$ cat config.mk
export PLATFORM = sky130hd
export DESIGN_NAME = rpn_stack_pop
export DESIGN_NICKNAME = d
export VERILOG_FILES = /design/src/rtl/rpn_pkg.sv /design/src/rtl/rpn_alu8.sv /design/src/rtl/rpn_stack_pop.sv
export SDC_FILE = /design/constraint.sdc
export NUM_CORES = 1
export LEC_CHECK = 0
export CAP_MARGIN = 20
export CORE_AREA = 2 2 84 119
export DETAILED_ROUTE_END_ITERATION = 12
export DIE_AREA = 0 0 86 121
export GPL_ROUTABILITY_DRIVEN = 0
export PLACE_DENSITY = 0.68
export SLEW_MARGIN = 30
export SYNTH_ARGS = -nofsm -noshare
export SYNTH_HDL_FRONTEND = slang
export SYNTH_SLANG_ARGS = --single-unit
$ cat constraint.sdc
create_clock -name CLOCK_50 -period 7.8 [get_ports CLOCK_50]
set_clock_uncertainty 0.05 [all_clocks]
set_input_delay 1.17 -clock CLOCK_50 [delete_from_list [all_inputs] [get_ports CLOCK_50]]
set_output_delay 1.17 -clock CLOCK_50 [all_outputs]
set_load 0.005 [all_outputs]
$ cat src/rtl/rpn_pkg.sv
// rpn_pkg: shared operator codes, pop-engine state codes and display constants for the RPN calculator.
package rpn_pkg;

    localparam logic [2:0] OP_ADD = 3'b000;
    localparam logic [2:0] OP_SUB = 3'b001;
    localparam logic [2:0] OP_AND = 3'b010;
    localparam logic [2:0] OP_OR  = 3'b011;
    localparam logic [2:0] OP_XOR = 3'b100;
    localparam logic [2:0] OP_MUL = 3'b101;
    localparam logic [2:0] OP_SHL = 3'b110;
    localparam logic [2:0] OP_SHR = 3'b111;

    localparam int MIN_OPERANDS = 2;

    typedef enum logic [3:0] {
        S_IDLE  = 4'h0,
        S_RD_B  = 4'h1,
        S_RD_A  = 4'h2,
        S_CAP_A = 4'h3,
        S_WRITE = 4'h4,
        S_DONE  = 4'h5,
        S_UFLOW = 4'h6
    } pop_state_t;

    // Active-low seven-segment patterns {g,f,e,d,c,b,a} for hex digits 0-F.
    localparam logic [6:0] SEG_HEX [16] = '{
        7'h40, 7'h79, 7'h24, 7'h30, 7'h19, 7'h12, 7'h02, 7'h78,
        7'h00, 7'h10, 7'h08, 7'h03, 7'h46, 7'h21, 7'h06, 7'h0E
    };

endpackage

$ cat src/rtl/rpn_alu8.sv
// rpn_alu8: combinational RPN operator unit, Y = A op B modulo 2^WIDTH.
module rpn_alu8
    import rpn_pkg::*;
#(
    parameter int WIDTH = 8
) (
    input  logic [WIDTH-1:0] A,
    input  logic [WIDTH-1:0] B,
    input  logic [2:0]       op,
    output logic [WIDTH-1:0] Y
);

    always_comb begin
        case (op)
            OP_ADD:  Y = A + B;
            OP_SUB:  Y = A - B;
            OP_AND:  Y = A & B;
            OP_OR:   Y = A | B;
            OP_XOR:  Y = A ^ B;
            OP_MUL:  Y = A * B;
            OP_SHL:  Y = A << B[2:0];
            OP_SHR:  Y = A >> B[2:0];
            default: Y = '0;
        endcase
    end

endmodule

$ cat src/rtl/rpn_stack_pop.sv
// rpn_stack_pop: pops A (SP-2) and B (SP-1) from the stack RAM, writes A op B back at SP-2 and shrinks SP by one.
module rpn_stack_pop
    import rpn_pkg::*;
#(
    parameter int WIDTH = 8,
    parameter int AW    = 8
) (
    input  logic             CLOCK_50,
    input  logic             KEY1_n,
    input  logic             start,
    input  logic [2:0]       op,
    input  logic [AW-1:0]    sp_in,
    input  logic [WIDTH-1:0] ram_rdata,
    output logic [AW-1:0]    ram_addr,
    output logic             ram_we,
    output logic [WIDTH-1:0] ram_wdata,
    output logic [AW-1:0]    sp_out,
    output logic             sp_we,
    output logic             busy,
    output logic             done,
    output logic             err,
    output logic [WIDTH-1:0] result
);

    pop_state_t       state, state_nx;
    logic [AW-1:0]    sp_q;
    logic [2:0]       op_q;
    logic [WIDTH-1:0] a_q, b_q, y;

    rpn_alu8 #(.WIDTH(WIDTH)) u_alu (.A(a_q), .B(b_q), .op(op_q), .Y(y));

    always_ff @(posedge CLOCK_50) begin
        if (!KEY1_n) begin
            state  <= S_IDLE;
            sp_q   <= '0;
            op_q   <= '0;
            a_q    <= '0;
            b_q    <= '0;
            result <= '0;
            err    <= 1'b0;
        end else begin
            state <= state_nx;
            if (state == S_IDLE && start) begin
                if (sp_in >= AW'(MIN_OPERANDS)) begin
                    sp_q <= sp_in;
                    op_q <= op;
                    err  <= 1'b0;
                end else begin
                    err  <= 1'b1;
                end
            end
            // Synchronous RAM: data for the address driven last cycle arrives now.
            if (state == S_RD_A)  b_q    <= ram_rdata;
            if (state == S_CAP_A) a_q    <= ram_rdata;
            if (state == S_WRITE) result <= y;
        end
    end

    always_comb begin
        state_nx  = state;
        busy      = 1'b0;
        done      = 1'b0;
        ram_addr  = '0;
        ram_we    = 1'b0;
        ram_wdata = '0;
        sp_out    = '0;
        sp_we     = 1'b0;
        case (state)
            S_IDLE:  if (start) state_nx = (sp_in >= AW'(MIN_OPERANDS)) ? S_RD_B : S_UFLOW;
            S_RD_B: begin
                busy     = 1'b1;
                ram_addr = sp_q - AW'(1);
                state_nx = S_RD_A;
            end
            S_RD_A: begin
                busy     = 1'b1;
                ram_addr = sp_q - AW'(2);
                state_nx = S_CAP_A;
            end
            S_CAP_A: begin
                busy     = 1'b1;
                ram_addr = sp_q - AW'(2);
                state_nx = S_WRITE;
            end
            S_WRITE: begin
                busy      = 1'b1;
                ram_addr  = sp_q - AW'(2);
                ram_wdata = y;
                ram_we    = 1'b1;
                sp_out    = sp_q - AW'(1);
                sp_we     = 1'b1;
                state_nx  = S_DONE;
            end
            S_DONE, S_UFLOW: begin
                done     = 1'b1;
                state_nx = S_IDLE;
            end
            default: state_nx = S_IDLE;
        endcase
    end

endmodule

; ---- After elaboration in Yosys (flattened, before gate mapping)
; Index checks and enable logic that the tools add are counted.
[classes]
add_sub_neg = 4
n_mul = 1
order_cmp = 1
n_eq_ne = 14
n_shift = 2
mux = 11
n_bitwise = 3
reduce_logical = 7
[ops]
columns = operator, count
row1 = $pmux 8 s8, 1
row2 = $pmux 4 s5, 1
row3 = $mux 8, 2
row4 = $pmux 8 s2, 1
row5 = $eq 3x3->1 const B, 4
row6 = $eq 4x3->1 const B, 3
row7 = $add 8x8->8, 1
row8 = $and 8x8->8, 1
row9 = $eq 4x2->1 const B, 2
row10 = $ge 8x2->1 const B, 1
row11 = $mul 8x8->8, 1
row12 = $or 8x8->8, 1
row13 = $shl 8x3->8, 1
row14 = $shr 8x3->8, 1
row15 = $sub 8x1->8 const B, 1
row16 = $sub 8x2->8 const B, 1
row17 = $sub 8x8->8, 1
row18 = $xor 8x8->8, 1
row19 = $eq 3x2->1 const B, 2
row20 = $eq 4x1->1 const B, 1
row21 = $logic_not 4->1, 1
row22 = $mux 1, 4
row23 = $mux 4, 1
row24 = $reduce_or 4->1, 1
row25 = 8 further kinds, 8
[totals]
ff_bits = 40
in_bits = 22
out_inout_bits = 37
elab_cells = 50

; ---- Depth between registers and ports, before layout
; Gate-level depths: netlist of run 1.
[depth]
word_depth = 4
mapped_depth = 18
depth_no_buf = 16

; ---- Modules after synthesis
; From an unflattened synthesis of run 1, not the netlist that was laid out.
[unflattened]
cells_unflattened = 562
area_unflattened_um2 = 4385.5
[modules_own_cells]
columns = module, n_inst, cells_each, area_each_um2, seq_area_each_um2
row1 = rpn_alu8, 1, 323, 2468.6, 0.0
row2 = rpn_stack_pop, 1, 239, 1916.8, 780.7

; ---- Least setup slack after synthesis of run 1
; No wires, ideal clock.
[synth_timing]
path_kind = flip-flop to output port
from = reg b_q[2]
to = out ram_wdata[7]
arrival_time_ps = 4174
required_ps = 6580
setup_slack_ps = 2406
stages_incl_launch_ff = 16
path_buffers = 2
path_cell_list = dfxtp_1 > clkbuf_1 > clkbuf_1 > nand2_1 > fa_1 > inv_1 > fa_1 > inv_1 > fa_1 > fa_1 > xor2_1 > xnor3_1 > xnor3_1 > xnor3_1 > a221oi_2 > nor2_1
[synth_between]
elab_chain_cells = 3
elab_cells_between_ends = 7
cone_classes = add/sub: 2 / mul: 1 / shift: 2 / mux: 2
[synth_lines]
columns = item, line_no
row1 = from (decl), rpn_stack_pop.sv:28  ; logic [WIDTH-1:0] a_q, b_q, y;
row2 = from (signal assigned), rpn_stack_pop.sv:53  ; if (state == S_RD_A) b_q <= ram_rdata;
row3 = $mul 8x8->8 (tied with other cells), rpn_alu8.sv:20  ; OP_MUL: Y = A * B;
row4 = $pmux 8 s8 *, rpn_alu8.sv:14  ; case (op)
row5 = $mux 8 *, rpn_stack_pop.sv:68  ; case (state)
row6 = to (decl), rpn_stack_pop.sv:16  ; output logic [WIDTH-1:0] ram_wdata,
; Mark *: on every way between the ends. The rest lies on a longest branch, timed or not.

; ---- Final worst setup path of run 1
; Same ends and word-level chain as after synthesis.

==> results of run 1 <==
==> sequential cells by signal, summed over array words and instances (netlist names) <==
| signal | cells |
|---|---|
| err | 1 |
| a_q | 8 |
| state | 3 |
| sp_q | 8 |
| op_q | 3 |
| result | 8 |
| b_q | 8 |
==> area by class of cell <==
class                      instances  area, sq um
clock buffer                       6          139
clock inverter                     2         35.0
fill                             874         4220
inverter                          57          214
multi-input combinational        414         3140
sequential                        39          781
tap                              110          138
timing repair buffer              65          633
==> critical path, stage by stage (launching register included) <==
cell and delay (ps):
sky130_fd_sc_hd__dfxtp_1 760, sky130_fd_sc_hd__nand2_1 140, sky130_fd_sc_hd__fa_1 390, sky130_fd_sc_hd__inv_1 80, sky130_fd_sc_hd__fa_1 420, sky130_fd_sc_hd__inv_1 80
sky130_fd_sc_hd__fa_1 440, sky130_fd_sc_hd__fa_1 450, sky130_fd_sc_hd__xor2_1 200, sky130_fd_sc_hd__xnor3_1 350, sky130_fd_sc_hd__xnor3_1 400, sky130_fd_sc_hd__xnor3_1 270
sky130_fd_sc_hd__a221oi_2 390, sky130_fd_sc_hd__nor2_1 80, sky130_fd_sc_hd__clkdlybuf4s50_1 470
==> power breakdown <==
group          internal, mW  switching [mW]
sequential            0.210          0.0215
combinational         0.119           0.134
clock                 0.159          0.0818
total                 0.488           0.238
==> metal layers <==
metal	track usage, %	vias to the layer above
met5	0	-
met4	14.7	0
met3	2.93	44
met2	41.3	127
met1	27.1	1844
li1	-	1942
==> synthesized netlist by cell type (2+ instances only) <==
cell                        count
sky130_fd_sc_hd__inv_1         55
sky130_fd_sc_hd__nand2b_1       7
sky130_fd_sc_hd__dfxtp_1       39
sky130_fd_sc_hd__o21ai_0        7
sky130_fd_sc_hd__nand3_1       14
sky130_fd_sc_hd__o22ai_1        4
sky130_fd_sc_hd__mux4_2        10
sky130_fd_sc_hd__a311oi_1       4
sky130_fd_sc_hd__a211oi_1       3
sky130_fd_sc_hd__nand2_1       48
sky130_fd_sc_hd__o21a_1         4
sky130_fd_sc_hd__o221ai_1       2
sky130_fd_sc_hd__a31oi_1        3
sky130_fd_sc_hd__buf_4          3
sky130_fd_sc_hd__o32ai_1        2
sky130_fd_sc_hd__a211o_1        2
sky130_fd_sc_hd__nor4b_1        3
sky130_fd_sc_hd__a22oi_1        2
sky130_fd_sc_hd__a221oi_1       2
sky130_fd_sc_hd__buf_1          2
sky130_fd_sc_hd__xor2_1         9
sky130_fd_sc_hd__ha_1          44
sky130_fd_sc_hd__buf_2          5
sky130_fd_sc_hd__o31ai_1        2
sky130_fd_sc_hd__fa_1          13
sky130_fd_sc_hd__a21boi_1       2
sky130_fd_sc_hd__nor3b_1        6
sky130_fd_sc_hd__xnor2_1       16
sky130_fd_sc_hd__nor2_1        74
sky130_fd_sc_hd__or3_1          2
sky130_fd_sc_hd__o211ai_1       2
sky130_fd_sc_hd__xnor3_1        3
sky130_fd_sc_hd__nor3_1         4
sky130_fd_sc_hd__and2_1         8
sky130_fd_sc_hd__a21o_1         4
sky130_fd_sc_hd__nor2b_1        8
sky130_fd_sc_hd__nand3b_1       5
sky130_fd_sc_hd__mux2_2         2
sky130_fd_sc_hd__nor4_1         3
sky130_fd_sc_hd__a21oi_1       48
sky130_fd_sc_hd__o21ai_1        5
sky130_fd_sc_hd__clkbuf_1      29
sky130_fd_sc_hd__mux2i_1       19
sky130_fd_sc_hd__a2111oi_0      2
==> worst paths after layout <==
kind	from	slack [ps]	to	depth (start not counted)
max reg2reg	b_q[2]	3120	result[7]	13
min reg2reg	result[3]	410	result[3]	2
min	result[3]	410	result[3]	2
max	b_q[2]	1350	ram_wdata[7]	14
==> metrics by stage <==
step	instance area (sq um)	hold slack [ps]
floorplan	4290	403
global placement	4900	400
detailed placement	4900	406
CTS	5080	415
global route	5080	441
finish	5080	412
==> cells by family after synthesis <==
family,count (synthesis),synth area share [%]
simple gates,187,20.3
compound gates,109,16.3
buf+inv,96,8.80
fa+ha+maj,57,18.9
flops,39,18.2
mux,32,10.5
xor+xnor,29,7.05
==> report_table.html, run 1 <==
<table>
<tr><th>Metric</th><th>Value</th></tr>
<tr><th colspan="2">Die</th></tr>
<tr><td>Die W</td><td>roughly 86 um</td></tr>
<tr><td>Area of the die</td><td>approximately 10000 sq um</td></tr>
<tr><td>Initial cell density of the core</td><td>between 40% and 50%</td></tr>
<tr><td>Core area</td><td>just over 9000 sq um</td></tr>
<tr><td>Std cell rows</td><td>42</td></tr>
<tr><td>Number of I/O pins</td><td>59</td></tr>
<tr><td>Floorplan die height</td><td>121 um</td></tr>
<tr><th colspan="2">Worst setup path</th></tr>
<tr><td>Required time of the critical path</td><td>6580 ps</td></tr>
<tr><td>Crit path kind</td><td>reg2out</td></tr>
<tr><td>WP data arrival</td><td>5230 ps</td></tr>
<tr><td>Max Fanout on Critical Path</td><td>19</td></tr>
<tr><td>Worst setup EP type</td><td>output pin</td></tr>
<tr><td>CP Launch Type</td><td>flip-flop</td></tr>
<tr><th colspan="2">CTS</th></tr>
<tr><td>Clock tree from TritonCTS</td><td>done</td></tr>
<tr><td>Number of buffers on the longest clock path</td><td>2</td></tr>
<tr><td>Post-CTS setup repair buffer count</td><td>0</td></tr>
<tr><td>CTS resizes</td><td>0</td></tr>
<tr><td>TritonCTS sink count</td><td>39</td></tr>
<tr><td>Hold-fix buffer count after cts</td><td>0</td></tr>
<tr><td>Clock tree root buffer cell</td><td>sky130_fd_sc_hd__clkbuf_16</td></tr>
<tr><td>Clock input transition at the sequential cells of the worst setup and hold paths</td><td>about 60 ps</td></tr>
<tr><td>Clock latency on the worst-skew pair</td><td>290 ps</td></tr>
<tr><td>Clock buffer count from CTS</td><td>5</td></tr>
<tr><td>Maximum level of the CTS H-tree</td><td>2</td></tr>
<tr><th colspan="2">Routing</th></tr>
<tr><td>Detailed-routed wire length on met2</td><td>around 6 mm</td></tr>
<tr><td>Met3 wire length</td><td>471 um</td></tr>
<tr><td>Total via count after detailed routing</td><td>3957</td></tr>
<tr><td>Count of antenna-violating nets left after detailed routing</td><td>0</td></tr>
<tr><td>Drt first pass iters</td><td>5</td></tr>
<tr><td>DRT iter0 DRCs</td><td>~330</td></tr>
<tr><td>DRC violations left</td><td>0</td></tr>
<tr><td>Ratio of routed vias to standard cells</td><td>approximately 5.7</td></tr>
<tr><td>Total routed wirelength</td><td>11.8 mm</td></tr>
<tr><td>Max Used Layer</td><td>met4</td></tr>
<tr><td>Met1 wire length</td><td>between 4 and 5 mm</td></tr>
<tr><td>Wire length per cell after detailed routing</td><td>17.0 um</td></tr>
<tr><th colspan="2">Global route</th></tr>
<tr><td>Largest net degree at the start of global routing</td><td>33</td></tr>
<tr><td>Via count of the first global-routing pass</td><td>roughly 4000</td></tr>
<tr><td>Number of antenna violations at the first check in global routing</td><td>0</td></tr>
<tr><td>GRT Overall Usage</td><td>23.7%</td></tr>
<tr><td>First-pass GRT wire length</td><td>approximately 20 mm</td></tr>
<tr><td>Remaining global-route overflow</td><td>0</td></tr>
<tr><th colspan="2">Timing</th></tr>
<tr><td>Fin. max-slew vios</td><td>0</td></tr>
<tr><td>Unrepaired setup endpoints after global routing</td><td>no</td></tr>
<tr><td>Crit path time final</td><td>between 6000 and 7000 ps</td></tr>
<tr><td>Peak clock frequency supported by timing</td><td>between 0.15 and 0.2 GHz</td></tr>
<tr><td>Hold Violations, Final</td><td>0</td></tr>
<tr><td>Worst-case headroom to the max-slew limit</td><td>about two fifths</td></tr>
<tr><td>Endpoints failing setup</td><td>0</td></tr>
<tr><td>Setup tns final</td><td>0 ps</td></tr>
<tr><td>Min setup slack post-route</td><td>around 1400 ps</td></tr>
<tr><td>Tcrit/Tclk final</td><td>~83%</td></tr>
<tr><td>Actual slew at the worst max-slew pin</td><td>876 ps</td></tr>
<tr><th colspan="2">Final layout</th></tr>
<tr><td>Highest-count cells in the layout ignoring fill and taps</td><td>sky130_fd_sc_hd__nor2_1, sky130_fd_sc_hd__clkdlybuf4s50_1, sky130_fd_sc_hd__inv_1</td></tr>
<tr><td>Most frequent standard cell in the layout excluding fill and tap cells</td><td>sky130_fd_sc_hd__nor2_1</td></tr>
<tr><td>Fraction of layout instances using a drive strength above 1</td><td>~6.0%</td></tr>
<tr><td>Count of placed standard cells in the final layout, fillers left out</td><td>about 690</td></tr>
<tr><td>Area growth syn-to-layout</td><td>18.2%</td></tr>
<tr><td># nets final</td><td>around 660</td></tr>
<tr><td>Antenna diode count</td><td>0</td></tr>
<tr><td>Final core utilization</td><td>54.6%</td></tr>
<tr><th colspan="2">Min path</th></tr>
<tr><td>Hold Path Class</td><td>reg2reg</td></tr>
<tr><th colspan="2">Logic synthesis</th></tr>
<tr><td>Synthesized area divided by synthesized cell count</td><td>7.82 sq um</td></tr>
<tr><td>Number of instances in the synthesized netlist</td><td>approximately 550</td></tr>
<tr><td>Biggest area contributors in the synthesized netlist</td><td>sky130_fd_sc_hd__dfxtp_1, sky130_fd_sc_hd__ha_1, sky130_fd_sc_hd__nor2_1, sky130_fd_sc_hd__fa_1, sky130_fd_sc_hd__a21oi_1</td></tr>
<tr><td>Post-synthesis sequential area ratio</td><td>around 18%</td></tr>
<tr><td>Post-Synthesis Cell Area</td><td>about 4300 sq um</td></tr>
<tr><td>Library cell with the largest summed area after synthesis</td><td>sky130_fd_sc_hd__dfxtp_1</td></tr>
<tr><td>Count of flip-flops with a built-in enable after synthesis</td><td>0</td></tr>
<tr><td>Number of flip-flops and latches in the synthesized netlist</td><td>39</td></tr>
<tr><td>Post-synthesis cell type count</td><td>62</td></tr>
<tr><td>Top-area cell type share of the netlist area</td><td>a little under a fifth</td></tr>
<tr><td>Yosys synthesis warning count</td><td>0</td></tr>
<tr><td>Most frequently used flop master after synthesis</td><td>sky130_fd_sc_hd__dfxtp_1</td></tr>
<tr><td>Share of async-settable or async-resettable flops after synthesis</td><td>0%</td></tr>
<tr><td>Syn nets</td><td>between 600 and 700</td></tr>
<tr><th colspan="2">Place</th></tr>
<tr><td>Input/output buffers</td><td>58</td></tr>
<tr><td># placed instances</td><td>685</td></tr>
<tr><td>Setup WS pre-CTS</td><td>~1700 ps</td></tr>
<tr><td>Half-perimeter wire length after placement</td><td>approximately 9 mm</td></tr>
<tr><th colspan="2">Power</th></tr>
<tr><td>IR Drop Worst-Case VDD</td><td>around 100 uV</td></tr>
<tr><td>Leak pwr</td><td>approximately 2.1 nW</td></tr>
<tr><td>Post-route total power</td><td>just over 0.7 mW</td></tr>
<tr><td>Cell Pwr Density</td><td>143 nW/um^2</td></tr>
<tr><th colspan="2">Job</th></tr>
<tr><td>Max-cap check violation count</td><td>0</td></tr>
<tr><th colspan="2">Outcome</th></tr>
<tr><td>Run status</td><td>finished clean</td></tr>
</table>
Power figures use the tool's default switching activity.
==> run 2, diff against run 1 <==
==> constraint.sdc (replaced) <==
create_clock -name CLOCK_50 -period 6 [get_ports CLOCK_50]
set_clock_uncertainty 0.05 [all_clocks]
set_input_delay 0.9 -clock CLOCK_50 [delete_from_list [all_inputs] [get_ports CLOCK_50]]
set_output_delay 0.9 -clock CLOCK_50 [all_outputs]
set_load 0.005 [all_outputs]
==> report_table.html, run 2 (same netlist as run 1, synthesis figures left out) <==
<table>
<tr><th>Metric</th><th>Value</th></tr>
<tr><th colspan="2">Outcome</th></tr>
<tr><td>Run status</td><td>finished clean</td></tr>
<tr><th colspan="2">Min path</th></tr>
<tr><td>Hold Path Class</td><td>reg2reg</td></tr>
<tr><th colspan="2">CTS</th></tr>
<tr><td>Clock buffer count from CTS</td><td>5 (unchanged)</td></tr>
<tr><td>Post-CTS setup repair buffer count</td><td>0 (unchanged)</td></tr>
<tr><td>Clock latency on the worst-skew pair</td><td>290 ps (about the same)</td></tr>
<tr><td>Clock tree root buffer cell</td><td>sky130_fd_sc_hd__clkbuf_16</td></tr>
<tr><td>Hold-fix buffer count after cts</td><td>0 (unchanged)</td></tr>
<tr><td>Clock tree from TritonCTS</td><td>done</td></tr>
<tr><td>TritonCTS sink count</td><td>39 (unchanged)</td></tr>
<tr><td>Clock input transition at the sequential cells of the worst setup and hold paths</td><td>60 ps (about the same)</td></tr>
<tr><td>Maximum level of the CTS H-tree</td><td>2 (unchanged)</td></tr>
<tr><td>Number of buffers on the longest clock path</td><td>2 (unchanged)</td></tr>
<tr><th colspan="2">Global route</th></tr>
<tr><td>Remaining global-route overflow</td><td>0 (unchanged)</td></tr>
<tr><td>First-pass GRT wire length</td><td>19.8 mm (+1.7%)</td></tr>
<tr><td>Largest net degree at the start of global routing</td><td>33 (unchanged)</td></tr>
<tr><td>Via count of the first global-routing pass</td><td>4005 (+0.28%)</td></tr>
<tr><td>GRT Overall Usage</td><td>24.0% (+0.32 points)</td></tr>
<tr><td>Number of antenna violations at the first check in global routing</td><td>0 (unchanged)</td></tr>
<tr><th colspan="2">Timing</th></tr>
<tr><td>Fin. max-slew vios</td><td>0 (unchanged)</td></tr>
<tr><td>Unrepaired setup endpoints after global routing</td><td>no</td></tr>
<tr><td>Crit path time final</td><td>between 5000 and 6000 ps</td></tr>
<tr><td>Setup tns final</td><td>0 ps (unchanged)</td></tr>
<tr><td>Min setup slack post-route</td><td>389 ps (-961 ps)</td></tr>
<tr><td>Hold Violations, Final</td><td>0 (unchanged)</td></tr>
<tr><td>Worst-case headroom to the max-slew limit</td><td>42.0% (+0.80 points)</td></tr>
<tr><td>Peak clock frequency supported by timing</td><td>roughly 0.18 GHz</td></tr>
<tr><td>Actual slew at the worst max-slew pin</td><td>868 ps (-7.71 ps)</td></tr>
<tr><td>Endpoints failing setup</td><td>0 (unchanged)</td></tr>
<tr><td>Post-route worst hold slack</td><td>417 ps (+4.99 ps)</td></tr>
<tr><td>Tcrit/Tclk final</td><td>93.5%</td></tr>
<tr><th colspan="2">Routing</th></tr>
<tr><td>Total via count after detailed routing</td><td>4019 (+1.6%)</td></tr>
<tr><td>DRT iter0 DRCs</td><td>431 (+30%)</td></tr>
<tr><td>Detailed-routed wire length on met2</td><td>6.51 mm (+8.1%)</td></tr>
<tr><td>Total routed wirelength</td><td>12.0 mm (+2.5%)</td></tr>
<tr><td>Max Used Layer</td><td>met4</td></tr>
<tr><td>Met1 wire length</td><td>4.58 mm (about the same)</td></tr>
<tr><td>Met3 wire length</td><td>479 um (+1.7%)</td></tr>
<tr><td>Ratio of routed vias to standard cells</td><td>5.73 (+0.26%)</td></tr>
<tr><td>Wire length per cell after detailed routing</td><td>17.2 um (+1.2%)</td></tr>
<tr><td>Drt first pass iters</td><td>6 (+1)</td></tr>
<tr><td>DRC violations left</td><td>0 (unchanged)</td></tr>
<tr><td>Count of antenna-violating nets left after detailed routing</td><td>0 (unchanged)</td></tr>
<tr><th colspan="2">Worst setup path</th></tr>
<tr><td>Critical-path cell list</td><td>buf_4 -&gt; inv_1 -&gt; nor2_1 -&gt; ha_1 -&gt; fa_1 -&gt; ha_1 -&gt; inv_1 -&gt; fa_1 -&gt; inv_1 -&gt; ha_1 -&gt; a21o_1 -&gt; a21oi_1 -&gt; xor2_1 -&gt; o221ai_1 -&gt; nand2_1 -&gt; nor3_1 -&gt; clkdlybuf4s50_1</td></tr>
<tr><td>WP data arrival</td><td>4660 ps (-570 ps)</td></tr>
<tr><td>Crit path kind</td><td>reg2out</td></tr>
<tr><td>Number of buffers and inverters on the critical path</td><td>5 (+2)</td></tr>
<tr><td>Worst setup EP type</td><td>output pin</td></tr>
<tr><td>Max Fanout on Critical Path</td><td>16 (-3)</td></tr>
<tr><td>Library cell contributing the largest single delay on the critical path</td><td>sky130_fd_sc_hd__fa_1</td></tr>
<tr><td>Largest delay share family, worst path</td><td>adder cells</td></tr>
<tr><td>Required time of the critical path</td><td>5050 ps (-1530 ps)</td></tr>
<tr><td>CP Launch Type</td><td>flip-flop</td></tr>
<tr><td>Longest individual stage delay on the worst path</td><td>590 ps (-170 ps)</td></tr>
<tr><th colspan="2">Die</th></tr>
<tr><td>Die W</td><td>86 um (unchanged)</td></tr>
<tr><td>Area of the die</td><td>10400 sq um (unchanged)</td></tr>
<tr><td>Initial cell density of the core</td><td>46.2% (unchanged)</td></tr>
<tr><td>Floorplan die height</td><td>121 um (unchanged)</td></tr>
<tr><td>Std cell rows</td><td>42 (unchanged)</td></tr>
<tr><td>Core area</td><td>9300 sq um (unchanged)</td></tr>
<tr><td>Number of I/O pins</td><td>59 (unchanged)</td></tr>
<tr><th colspan="2">Final layout</th></tr>
<tr><td>Area of all placed cells without fillers</td><td>5140 sq um (+1.2%)</td></tr>
<tr><td>Most frequent standard cell in the layout excluding fill and tap cells</td><td>sky130_fd_sc_hd__nor2_1</td></tr>
<tr><td># nets final</td><td>670 (+1.4%)</td></tr>
<tr><td>Area growth syn-to-layout</td><td>19.7%</td></tr>
<tr><td>Count of placed standard cells in the final layout, fillers left out</td><td>702 (+1.3%)</td></tr>
<tr><td>Fraction of layout instances using a drive strength above 1</td><td>7.94% (+1.9 points)</td></tr>
<tr><td>Count of fill cells added during filler insertion</td><td>877 (+0.34%)</td></tr>
<tr><td>Antenna diode count</td><td>0 (unchanged)</td></tr>
<tr><td>Final core utilization</td><td>55.2% (+0.66 points)</td></tr>
<tr><td>Highest-count cells in the layout ignoring fill and taps</td><td>sky130_fd_sc_hd__nor2_1, sky130_fd_sc_hd__clkdlybuf4s50_1, sky130_fd_sc_hd__inv_1</td></tr>
<tr><th colspan="2">Place</th></tr>
<tr><td>Half-perimeter wire length after placement</td><td>9.30 mm (+2.1%)</td></tr>
<tr><td>Input/output buffers</td><td>58 (unchanged)</td></tr>
<tr><td>Placed standard-cell area</td><td>4970 sq um (+1.3%)</td></tr>
<tr><td># placed instances</td><td>694 (+1.3%)</td></tr>
<tr><td>Setup WS pre-CTS</td><td>233 ps (-1470 ps)</td></tr>
<tr><th colspan="2">Job</th></tr>
<tr><td>Max-cap check violation count</td><td>0 (unchanged)</td></tr>
<tr><th colspan="2">Power</th></tr>
<tr><td>Cell Pwr Density</td><td>178 nW/um^2 (+25%)</td></tr>
<tr><td>Post-route total power</td><td>0.915 mW (+26%)</td></tr>
<tr><td>IR Drop Worst-Case VDD</td><td>160 uV (+56%)</td></tr>
<tr><td>Leak pwr</td><td>2.15 nW (+2.6%)</td></tr>
</table>
[run 2: what timing repair did]
item / CTS / global route
endpoints found under the setup margin: 1 / 1
gates resized for setup: 1 / 5
pin swaps: 0 / 2
[run 2: layout make-up]
type                            instances  area [sq um]  share of cell area, %
Clock buffer                            6           139                   2.70
Clock inverter                          2          16.3                  0.317
Inverter                               57           214                   4.16
Multi-Input combinational cell        414          3140                   61.1
Sequential cell                        39           787                   15.3
Tap cell                              110           138                   2.68
Timing Repair Buffer                   74           707                   13.8
[run 2: worst min-delay path, delay by kind of cell (launching register included)]
| kind | cells | cell delay (ps) |
|---|---|---|
| flip-flops | 1 | 310 |
| AND/OR/NAND/NOR | 1 | 50 |
| AO/OA/AOI/OAI | 1 | 60 |
[run 2: power by group]
group          internal, mW  total (mW)  switching [mW]
Combinational         0.157       0.333           0.176
Clock                 0.166       0.281           0.115
Sequential            0.273       0.300          0.0273
Total                 0.596       0.915           0.319
[run 2: layer usage]
layer / vias up / track usage [%]
met4: 0 / 11.1
met5: - / 0
li1: 1953 / -
met2: 126 / 43.4
met3: 35 / 3.33
met1: 1905 / 27.4
[run 2: path summary, 6_finish.rpt]
kind / start / to / slack (ps) / cells after the start
setup / recovery: b_q[2] / ram_wdata[6] / 390 / 17
hold / removal: result[3] / result[3] / 420 / 2
hold reg to reg: result[3] / result[3] / 420 / 2
setup reg to reg: a_q[3] / result[7] / 1680 / 14
==> run 3, diff against run 2 <==
--- a/config.mk
+++ b/config.mk
@@ -9,8 +9,7 @@
 export CORE_AREA = 2 2 84 119
 export DETAILED_ROUTE_END_ITERATION = 12
 export DIE_AREA = 0 0 86 121
-export GPL_ROUTABILITY_DRIVEN = 0
-export PLACE_DENSITY = 0.68
+export PLACE_DENSITY_LB_ADDON = 0.08
 export SLEW_MARGIN = 30
 export SYNTH_ARGS = -nofsm -noshare
 export SYNTH_HDL_FRONTEND = slang
==> report_table.html, run 3 (same netlist as run 1, synthesis figures left out) <==
<table>
<tr><th>Metric</th><th>Value</th></tr>
<tr><th colspan="2">Worst setup path</th></tr>
<tr><td>Max Fanout on Critical Path</td><td>6 (-10)</td></tr>
<tr><td>Crit path kind</td><td>reg2out</td></tr>
<tr><td>CP Launch Type</td><td>flip-flop</td></tr>
<tr><td>Worst setup EP type</td><td>output pin</td></tr>
<tr><td>WP data arrival</td><td>4830 ps (+170 ps)</td></tr>
<tr><td>Required time of the critical path</td><td>5050 ps (about the same)</td></tr>
<tr><td>Worst r2r path cells</td><td>14 (unchanged)</td></tr>
<tr><th colspan="2">Die</th></tr>
<tr><td>Std cell rows</td><td>42 (unchanged)</td></tr>
<tr><td>Core area</td><td>9300 sq um (unchanged)</td></tr>
<tr><td>Floorplan die height</td><td>121 um (unchanged)</td></tr>
<tr><td>Initial cell density of the core</td><td>46.2% (unchanged)</td></tr>
<tr><td>Number of I/O pins</td><td>59 (unchanged)</td></tr>
<tr><td>Die W</td><td>86 um (unchanged)</td></tr>
<tr><td>Area of the die</td><td>10400 sq um (unchanged)</td></tr>
<tr><th colspan="2">Power</th></tr>
<tr><td>Leak pwr</td><td>2.13 nW (-0.98%)</td></tr>
<tr><td>Cell Pwr Density</td><td>179 nW/um^2 (+0.44%)</td></tr>
<tr><td>IR Drop Worst-Case VDD</td><td>162 uV (+1.8%)</td></tr>
<tr><th colspan="2">Final layout</th></tr>
<tr><td># nets final</td><td>669 (-0.15%)</td></tr>
<tr><td>Final core utilization</td><td>55.0% (-0.22 points)</td></tr>
<tr><td>Highest-count cells in the layout ignoring fill and taps</td><td>sky130_fd_sc_hd__nor2_1, sky130_fd_sc_hd__clkdlybuf4s50_1, sky130_fd_sc_hd__inv_1</td></tr>
<tr><td>Fraction of layout instances using a drive strength above 1</td><td>7.95% (+0.013 points)</td></tr>
<tr><td>Antenna diode count</td><td>0 (unchanged)</td></tr>
<tr><td>Count of placed standard cells in the final layout, fillers left out</td><td>701 (-0.14%)</td></tr>
<tr><td>Most frequent standard cell in the layout excluding fill and tap cells</td><td>sky130_fd_sc_hd__nor2_1</td></tr>
<tr><td>Area of the multi-input gates</td><td>3140 sq um (unchanged)</td></tr>
<tr><td>FF/Latch Area</td><td>783 sq um (-0.48%)</td></tr>
<tr><td>Count of fill cells added during filler insertion</td><td>931 (+6.2%)</td></tr>
<tr><td>Area growth syn-to-layout</td><td>19.2%</td></tr>
<tr><th colspan="2">Routing</th></tr>
<tr><td>Count of antenna-violating nets left after detailed routing</td><td>0 (unchanged)</td></tr>
<tr><td>Max Used Layer</td><td>met4</td></tr>
<tr><td>Ratio of routed vias to standard cells</td><td>5.82 (+1.6%)</td></tr>
<tr><td>Total routed wirelength</td><td>13.1 mm (+8.4%)</td></tr>
<tr><td>DRT iter0 DRCs</td><td>252 (-42%)</td></tr>
<tr><td>Met3 wire length</td><td>516 um (+7.7%)</td></tr>
<tr><td>Wire length per cell after detailed routing</td><td>18.6 um (+8.6%)</td></tr>
<tr><td>Drt first pass iters</td><td>5 (-1)</td></tr>
<tr><td>Detailed-routed wire length on met2</td><td>6.97 mm (+7.1%)</td></tr>
<tr><td>Total via count after detailed routing</td><td>4077 (+1.4%)</td></tr>
<tr><td>DRC violations left</td><td>0 (unchanged)</td></tr>
<tr><td>Met1 wire length</td><td>5.04 mm (+10%)</td></tr>
<tr><th colspan="2">Timing</th></tr>
<tr><td>Peak clock frequency supported by timing</td><td>0.173 GHz (-2.9%)</td></tr>
<tr><td>Setup tns final</td><td>0 ps (unchanged)</td></tr>
<tr><td>Actual slew at the worst max-slew pin</td><td>926 ps (+57.4 ps)</td></tr>
<tr><td>Fin. max-slew vios</td><td>0 (unchanged)</td></tr>
<tr><td>Tcrit/Tclk final</td><td>96.3% (+2.8 points)</td></tr>
<tr><td>Min setup slack post-route</td><td>220 ps (-170 ps)</td></tr>
<tr><td>Endpoints failing setup</td><td>0 (unchanged)</td></tr>
<tr><td>Worst-case headroom to the max-slew limit</td><td>38.2% (-3.9 points)</td></tr>
<tr><td>Hold Violations, Final</td><td>0 (unchanged)</td></tr>
<tr><td>Unrepaired setup endpoints after global routing</td><td>no</td></tr>
<tr><td>Crit path time final</td><td>5780 ps (+170 ps)</td></tr>
<tr><th colspan="2">Global route</th></tr>
<tr><td>First-pass GRT wire length</td><td>21.3 mm (+7.5%)</td></tr>
<tr><td>Via count of the first global-routing pass</td><td>4134 (+3.2%)</td></tr>
<tr><td>GRT Overall Usage</td><td>26.1% (+2.1 points)</td></tr>
<tr><td>Largest net degree at the start of global routing</td><td>33 (unchanged)</td></tr>
<tr><td>Number of antenna violations at the first check in global routing</td><td>0 (unchanged)</td></tr>
<tr><td>Remaining global-route overflow</td><td>0 (unchanged)</td></tr>
<tr><th colspan="2">Job</th></tr>
<tr><td>Max-cap check violation count</td><td>0 (unchanged)</td></tr>
<tr><th colspan="2">Min path</th></tr>
<tr><td>Number of cells on the worst hold path</td><td>2 (unchanged)</td></tr>
<tr><td>Hold Path Class</td><td>reg2reg</td></tr>
<tr><th colspan="2">CTS</th></tr>
<tr><td>TritonCTS sink count</td><td>39 (unchanged)</td></tr>
<tr><td>Clock tree root buffer cell</td><td>sky130_fd_sc_hd__clkbuf_16</td></tr>
<tr><td>Clock tree from TritonCTS</td><td>done</td></tr>
<tr><td>Post-CTS setup repair buffer count</td><td>0 (unchanged)</td></tr>
<tr><td>Clock latency on the worst-skew pair</td><td>290 ps (about the same)</td></tr>
<tr><td>Clock buffer count from CTS</td><td>5 (unchanged)</td></tr>
<tr><td>Clock input transition at the sequential cells of the worst setup and hold paths</td><td>60 ps (about the same)</td></tr>
<tr><td>Maximum level of the CTS H-tree</td><td>2 (unchanged)</td></tr>
<tr><td>Hold-fix buffer count after cts</td><td>0 (unchanged)</td></tr>
<tr><td>Number of buffers on the longest clock path</td><td>2 (unchanged)</td></tr>
<tr><th colspan="2">Place</th></tr>
<tr><td># placed instances</td><td>693 (-0.14%)</td></tr>
<tr><td>Setup WS pre-CTS</td><td>365 ps (+133 ps)</td></tr>
<tr><td>Input/output buffers</td><td>58 (unchanged)</td></tr>
<tr><td>Gpl congestion</td><td>between 0.8 and 0.9</td></tr>
<tr><td>Half-perimeter wire length after placement</td><td>10.1 mm (+9.2%)</td></tr>
<tr><th colspan="2">Outcome</th></tr>
<tr><td>Run status</td><td>finished clean</td></tr>
</table>
run 3: cell types whose count changed in the layout (fill, tap and decap cells not counted), sizes merged:
cell           change
buf                -1
inv                +1
clkdlybuf4s50      +1
dlymetal6s2s       -1
clkinvlp           -1
run 3: cell type report:
class	count	share of cell area [%]
clock inverter	2	0.269
inverter	57	4.18
tap	110	2.69
multi-input combinational	414	61.3
timing repair buffer	73	13.5
sequential	39	15.3
clock buffer	6	2.71
run 3: final timing paths:
kind                                     end       from  slack (ps)
worst min register to register     result[3]  result[3]         420
worst min-delay path               result[3]  result[3]         420
worst max register to register     result[7]     b_q[3]        1710
worst max-delay path            ram_wdata[7]     b_q[3]         220
run 3: timing repair:
item | in CTS | in global routing
gates resized for setup | 0 | 3
endpoints found under the hold margin | 0 | 0
endpoints found under the setup margin | 0 | 1
run 3: worst max-delay path, cell delays in order (launching register included):
cell	delay [ps]
sky130_fd_sc_hd__dfxtp_1	450
sky130_fd_sc_hd__ha_1	190
sky130_fd_sc_hd__inv_1	60
sky130_fd_sc_hd__fa_1	510
sky130_fd_sc_hd__inv_1	50
sky130_fd_sc_hd__ha_1	260
sky130_fd_sc_hd__inv_1	50
sky130_fd_sc_hd__fa_1	500
sky130_fd_sc_hd__fa_1	450
sky130_fd_sc_hd__xor2_1	180
sky130_fd_sc_hd__xnor3_1	320
sky130_fd_sc_hd__xnor3_1	380
sky130_fd_sc_hd__xnor3_1	240
sky130_fd_sc_hd__a221oi_2	370
sky130_fd_sc_hd__nor2_1	70
sky130_fd_sc_hd__clkdlybuf4s50_1	460
run 3: metrics by stage:
| step | power (mW) | cell area [sq um] | hold slack, ps |
|---|---|---|---|
| after floorplan | 0.523 | 4290 | 403 |
| after global placement | 0.637 | 4960 | 396 |
| after detailed placement | 0.639 | 4960 | 401 |
| after CTS | 0.918 | 5110 | 414 |
| after global routing | 0.967 | 5120 | 439 |
| final | 0.915 | 5120 | 417 |
run 3: where the power goes:
group / switching [mW] / internal (mW) / leakage [nW] / total (mW)
clock network: 0.110 / 0.166 / 0.0772 / 0.276
registers: 0.0226 / 0.273 / 0.318 / 0.295
logic: 0.187 / 0.157 / 1.74 / 0.344
total: 0.320 / 0.596 / 2.13 / 0.915
run 3: routing by layer:
metal	GRT usage, %	vias to the layer above
met3	3.40	29
li1	-	1947
met1	29.3	1977
met5	0	-
met4	11.5	0
met2	48.1	124
